File: src/rtl/i2c_fifo_buffer_pkg.sv
// ============================================================================
// i2c_fifo_buffer_pkg : shared constants for the I2C TX/RX FIFO buffer
// Revision: 1.0
// ============================================================================
`default_nettype none

package i2c_fifo_buffer_pkg;

    localparam int DEFAULT_DATA_WIDTH = 8;
    localparam int DEFAULT_DEPTH      = 16;

    localparam int ST_TX_EMPTY     = 0;
    localparam int ST_TX_FULL      = 1;
    localparam int ST_RX_EMPTY     = 2;
    localparam int ST_RX_FULL      = 3;
    localparam int ST_TX_OVERFLOW  = 4;
    localparam int ST_RX_OVERFLOW  = 5;
    localparam int ST_RX_UNDERFLOW = 6;

    localparam logic [7:0] RESET_STATUS = 8'h05;

endpackage

`default_nettype wire

File: src/rtl/i2c_sync_fifo.sv
// ============================================================================
// i2c_sync_fifo : first-word fall-through synchronous FIFO with error pulses
// Revision: 1.0
// ============================================================================
`default_nettype none

module i2c_sync_fifo #(
    parameter int DATA_WIDTH = 8,
    parameter int DEPTH      = 16,
    parameter int CNT_WIDTH  = $clog2(DEPTH) + 1
) (
    input  logic                  pclk_i,
    input  logic                  preset_ni,
    input  logic [DATA_WIDTH-1:0] wdata_i,
    input  logic                  wr_en_i,
    input  logic                  rd_en_i,
    output logic [DATA_WIDTH-1:0] rdata_o,
    output logic [CNT_WIDTH-1:0]  count_o,
    output logic                  empty_o,
    output logic                  full_o,
    output logic                  overflow_o,
    output logic                  underflow_o
);

    localparam int                   PTR_WIDTH = $clog2(DEPTH);
    localparam logic [CNT_WIDTH-1:0] FULL_CNT  = CNT_WIDTH'(DEPTH);

    logic [DATA_WIDTH-1:0] mem_q [DEPTH];
    logic [PTR_WIDTH-1:0]  wptr_q, wptr_d;
    logic [PTR_WIDTH-1:0]  rptr_q, rptr_d;
    logic [CNT_WIDTH-1:0]  count_q, count_d;
    logic                  do_push;
    logic                  do_pop;

    assign empty_o = (count_q == '0);
    assign full_o  = (count_q == FULL_CNT);

    // A pop from a full FIFO frees the slot the simultaneous push needs.
    assign do_pop      = rd_en_i && !empty_o;
    assign do_push     = wr_en_i && (!full_o || do_pop);
    assign overflow_o  = wr_en_i && full_o && !rd_en_i;
    assign underflow_o = rd_en_i && empty_o;

    always_comb begin
        wptr_d  = do_push ? wptr_q + 1'b1 : wptr_q;
        rptr_d  = do_pop  ? rptr_q + 1'b1 : rptr_q;
        count_d = count_q + CNT_WIDTH'(do_push) - CNT_WIDTH'(do_pop);
    end

    always_ff @(posedge pclk_i or negedge preset_ni) begin
        if (!preset_ni) begin
            wptr_q  <= '0;
            rptr_q  <= '0;
            count_q <= '0;
        end else begin
            wptr_q  <= wptr_d;
            rptr_q  <= rptr_d;
            count_q <= count_d;
        end
    end

    always_ff @(posedge pclk_i) begin
        if (do_push) begin
            mem_q[wptr_q] <= wdata_i;
        end
    end

    assign rdata_o = empty_o ? '0 : mem_q[rptr_q];
    assign count_o = count_q;

endmodule

`default_nettype wire

File: src/rtl/i2c_fifo_buffer.sv
// ============================================================================
// i2c_fifo_buffer : TX/RX FIFO pair plus sticky error status byte
// Revision: 1.0
// ============================================================================
`default_nettype none

module i2c_fifo_buffer
    import i2c_fifo_buffer_pkg::*;
#(
    parameter int DATA_WIDTH = DEFAULT_DATA_WIDTH,
    parameter int DEPTH      = DEFAULT_DEPTH,
    parameter int CNT_WIDTH  = $clog2(DEPTH) + 1
) (
    input  logic                  pclk_i,
    input  logic                  preset_ni,
    input  logic [DATA_WIDTH-1:0] tx_wdata_i,
    input  logic                  tx_wr_en_i,
    input  logic                  tx_rd_en_i,
    output logic [DATA_WIDTH-1:0] tx_rdata_o,
    output logic [CNT_WIDTH-1:0]  tx_count_o,
    input  logic [DATA_WIDTH-1:0] rx_wdata_i,
    input  logic                  rx_wr_en_i,
    input  logic                  rx_rd_en_i,
    output logic [DATA_WIDTH-1:0] rx_rdata_o,
    output logic [CNT_WIDTH-1:0]  rx_count_o,
    input  logic                  clr_err_i,
    output logic [7:0]            status_o
);

    logic tx_empty, tx_full, tx_overflow, tx_underflow_unused;
    logic rx_empty, rx_full, rx_overflow, rx_underflow;
    logic tx_ovf_q, tx_ovf_d;
    logic rx_ovf_q, rx_ovf_d;
    logic rx_unf_q, rx_unf_d;

    i2c_sync_fifo #(
        .DATA_WIDTH (DATA_WIDTH),
        .DEPTH      (DEPTH),
        .CNT_WIDTH  (CNT_WIDTH)
    ) u_tx_fifo (
        .pclk_i      (pclk_i),
        .preset_ni   (preset_ni),
        .wdata_i     (tx_wdata_i),
        .wr_en_i     (tx_wr_en_i),
        .rd_en_i     (tx_rd_en_i),
        .rdata_o     (tx_rdata_o),
        .count_o     (tx_count_o),
        .empty_o     (tx_empty),
        .full_o      (tx_full),
        .overflow_o  (tx_overflow),
        .underflow_o (tx_underflow_unused)
    );

    i2c_sync_fifo #(
        .DATA_WIDTH (DATA_WIDTH),
        .DEPTH      (DEPTH),
        .CNT_WIDTH  (CNT_WIDTH)
    ) u_rx_fifo (
        .pclk_i      (pclk_i),
        .preset_ni   (preset_ni),
        .wdata_i     (rx_wdata_i),
        .wr_en_i     (rx_wr_en_i),
        .rd_en_i     (rx_rd_en_i),
        .rdata_o     (rx_rdata_o),
        .count_o     (rx_count_o),
        .empty_o     (rx_empty),
        .full_o      (rx_full),
        .overflow_o  (rx_overflow),
        .underflow_o (rx_underflow)
    );

    // A fresh error in the same cycle as a clear must not be lost.
    always_comb begin
        tx_ovf_d = tx_overflow  || (tx_ovf_q && !clr_err_i);
        rx_ovf_d = rx_overflow  || (rx_ovf_q && !clr_err_i);
        rx_unf_d = rx_underflow || (rx_unf_q && !clr_err_i);
    end

    always_ff @(posedge pclk_i or negedge preset_ni) begin
        if (!preset_ni) begin
            tx_ovf_q <= 1'b0;
            rx_ovf_q <= 1'b0;
            rx_unf_q <= 1'b0;
        end else begin
            tx_ovf_q <= tx_ovf_d;
            rx_ovf_q <= rx_ovf_d;
            rx_unf_q <= rx_unf_d;
        end
    end

    always_comb begin
        status_o                  = '0;
        status_o[ST_TX_EMPTY]     = tx_empty;
        status_o[ST_TX_FULL]      = tx_full;
        status_o[ST_RX_EMPTY]     = rx_empty;
        status_o[ST_RX_FULL]      = rx_full;
        status_o[ST_TX_OVERFLOW]  = tx_ovf_q;
        status_o[ST_RX_OVERFLOW]  = rx_ovf_q;
        status_o[ST_RX_UNDERFLOW] = rx_unf_q;
    end

endmodule

`default_nettype wire

File: config.mk
export PLATFORM = sky130hd
export DESIGN_NAME = i2c_fifo_buffer
export DESIGN_NICKNAME = d
export VERILOG_FILES = /design/src/rtl/i2c_fifo_buffer_pkg.sv /design/src/rtl/i2c_sync_fifo.sv /design/src/rtl/i2c_fifo_buffer.sv
export SDC_FILE = /design/constraint.sdc
export NUM_CORES = 1
export LEC_CHECK = 0
export ABC_CLOCK_PERIOD_IN_PS = 5700
export CORE_UTILIZATION = 59
export CTS_CLUSTER_SIZE = 30
export DETAILED_ROUTE_END_ITERATION = 8
export GPL_TIMING_DRIVEN = 0
export HOLD_SLACK_MARGIN = 0.15
export PLACE_DENSITY = 0.78
export RECOVER_POWER = 50
export SYNTH_ARGS = -nofsm -noshare
export SYNTH_HDL_FRONTEND = slang
export SYNTH_SLANG_ARGS = --single-unit
File: constraint.sdc
create_clock -name pclk_i -period 5.7 [get_ports pclk_i]
set_input_delay 0.57 -clock pclk_i [delete_from_list [all_inputs] [get_ports pclk_i]]
set_output_delay 0.57 -clock pclk_i [all_outputs]
set_load 0.05 [all_outputs]
==> flow_summary.yaml <==
global_route:
  antenna_found_initial: 0
  grt_pass1_wl_um: 33500
  track_usage: 0.228
  overflow: 0
  grt_max_degree: 30
  grt_pass1_vias: 6035
setup_path:
  cp_max_fo: 8
  endpoint_kind: "output pin"
  start_kind: "flop"
  path_depth: 7
  crit_start: "u_tx_fifo.count_o[2]$_DFF_PN0_"
  critPathBufInv: 2
  slowest_stage: "nor4b_1"
  cp.required_ns: 5.13
  arrival_ns: 3.91
  rr_startpoint: "u_rx_fifo.count_o[2]$_DFF_PN0_"
  worst-setup-path-type: "reg -> out"
  path_cells: "inv_1 > ha_1 > nor4b_1 > nor2_1 > a22oi_1 > o21ai_0 > clkdlybuf4s50_1"
  reg2regPathDepth: 6
  max_stage_delay_ns: 0.93
  r2r_slack_ns: 2.11
  worst_path_dominant_cell_family: "simple AND/OR/NAND/NOR gates"
synthesis:
  synth_fp_nets: 640
  synth_flop_cell: "edfxtp_1"
  synth-seq-cells: 285
  yosys_warnings: 0
  synth_cells: 594
  ys_async_sr_fraction: 0.102
  ys_types: 40
  synth_edf_count: 256
  synth_area_um2: 11600
  synth_area_per_cell_um2: 19.5
  yosysSeqAreaShare: 0.726
power_and_ir_drop:
  p_int_mw: 4.73
  max-vdd-ir-drop_mv: 0.753
  p_per_area_nw_per_um2: 548
  power_frac_seq: 0.367
  p_comb_frac: 0.391
  p_sw_frac: 0.354
  p_sw_mw: 2.60
  p_clk_frac: 0.242
  p_leak_nw: 4.58
finish:
  synthToLayoutAreaGrowth_pct: 15.4
  final_area_um2: 13400
  final_common_cell: "edfxtp_1"
  fin_nets: 727
  stdcell_count: 963
  post_route_cells_drive_above_1_share: 0.183
  n_antenna_cell: 0
  final_cell_mix: "256 x edfxtp_1, 52 x mux4_2, 38 x clkdlybuf4s50_1"
timing:
  worst_pin_slew_ns: 1.64
  rsz0062_at_grt: "no"
  fin_skew_ns: 0.00879
  setup_ws_ns: 1.22
  fmax_mhz: 223
  slew-limit-headroom: -0.0933
  period_share: 0.785
  fin_crit_ns: 4.48
  hold-worst-slack_ns: 0.512
  fin_tns_setup_ns: 0
  maxSlewViolCount: 30
  setup_viol: 0
  hold_viol: 0
clock_network:
  clock_sinks: 285
  cts_made_buffers: 28
  postCtsSetupBuffers: 0
  path_clk_slew_ns: 0.06
  htree_levels: 1
  clockBufferDepth: 3
  cts_tree: "done"
  hold_buffers: 0
  root_buffer: "clkbuf_16"
  cts_resized: 0
  clock_latency_ns: 0.53
place:
  io_buffers: 55
  gp_congestion: 0.868
  dp.cells: 909
  placed_area_um2: 12500
  dpl.hpwl_um: 14200
  place_ws_ns: 2.29
routing:
  drt_iter0_markers: 360
  drc: 0
  final_antenna_net_count: 0
  avgViaCountPerCell: 5.94
  num_vias: 5725
  first_pass_iters: 7
  routed_wl_um: 21900
  wire_per_inst_um: 22.7
floorplan:
  rows: 50
  fp.dieW_um: 142
  io_pins: 57
  start_util: 0.611
  die_y_um: 142
  die-area_um2: 20200
  core-area_um2: 19000
worst_hold_path:
  hold_path_depth: 1
  hold_path.class: "reg -> reg"
  holdCritStartpoint: "rx_ovf_q$_DFF_PN0_"
flow_run:
  drv_cap: 1
status:
  outcome: "finished with violations"
  violations: "max-capacitance violations, max-slew violations"
-- per-layer routing --
metal	vias up	track usage	wire, um
met5	-	0	0
met3	41	0.0286	1140
met4	0	0.0781	602
met1	2945	0.289	8610
met2	204	0.409	11600
li1	2535	-	-
-- sequential cells by signal, summed over array words and instances, names as in the netlist --
register,flops
u_rx_fifo.mem_q,128
u_tx_fifo.rptr_q,4
u_rx_fifo.count_o,5
rx_ovf_q,1
u_tx_fifo.wptr_q,4
u_tx_fifo.count_o,5
tx_ovf_q,1
u_rx_fifo.wptr_q,4
u_rx_fifo.rptr_q,4
rx_unf_q,1
u_tx_fifo.mem_q,128
-- worst paths after layout --
kind,endpoint
setup / recovery,tx_rdata_o[0]
hold / removal,rx_ovf_q$_DFF_PN0_
setup reg to reg,u_rx_fifo.mem_q[0][0]$_DFFE_PP_
min in group asynchronous,u_rx_fifo.count_o[1]$_DFF_PN0_
max in group asynchronous,u_rx_fifo.rptr_q[1]$_DFFE_PN0P_
hold reg to reg,rx_ovf_q$_DFF_PN0_
-- logic make-up (layout without fill, tap and decap cells) --
logic type / Yosys count / after routing / synth area share
flip-flops: 285 / 285 / 0.726
multiplexers: 81 / 81 / 0.143
AND/OR/NAND/NOR: 77 / 77 / 0.0336
buffers and inverters: 59 / 168 / 0.0268
AO/OA/AOI/OAI: 48 / 48 / 0.0293
adder cells (fa/ha/maj): 23 / 23 / 0.0261
XOR/XNOR: 20 / 20 / 0.0151
other: 1 / 1 / 0.000324
-- worst reg2reg max path, cell delays in order (launching register included) --
cell	delay, ns
dfrtp_1	0.38
inv_1	0.07
ha_1	0.21
and4bb_1	0.23
a21boi_0	0.85
nand2_1	0.37
nor3_1	1.08
-- stage by stage --
stage          total power, mW   util
2_1_floorplan             4.76      -
3_3_place_gp              5.51  0.658
3_5_place_dp              5.60  0.658
4_1_cts                   7.38  0.705
5_1_grt                   7.65  0.706
6_report                  7.33  0.706
-- power by group through the flow --
stage                     Sequential (mW)  Combinational [mW]  Clock (mW)
after floorplan                      2.83                1.94           0
after global placement               2.72                2.79           0
after detailed placement             2.74                2.86           0
after CTS                            2.70                2.89        1.79
after global routing                 2.72                3.06        1.87
final                                2.69                2.87        1.77
-- Yosys cell counts, types with 5 or more instances --
library cell	instances	area, um^2
edfxtp_1	256	7690
mux4_2	52	1170
dfrtp_1	29	726
nor2_1	27	101
inv_1	23	86.3
ha_1	21	263
nand2_1	18	67.6
a211oi_1	16	120
mux2i_1	16	160
xnor2_1	15	131
buf_4	13	97.6
mux4_1	12	315
o21ai_0	10	50.1
a22oi_1	8	60.1
nor2b_1	8	50.1
nor3_1	8	40.0
buf_1	7	26.3
buf_2	6	30.0
clkbuf_1	6	22.5
nand2b_1	5	31.3
xor2_1	5	43.8
-- cell type report --
type | count | area [um^2]
Tap cell | 260 | 325
Multi-Input combinational cell | 250 | 2870
Buffer | 36 | 224
Clock inverter | 22 | 170
Fill cell | 1169 | 5580
Sequential cell | 285 | 8410
Clock buffer | 30 | 729
Timing Repair Buffer | 57 | 559
Inverter | 23 | 86.3
Note: power is estimated with default switching activity, not from simulation.
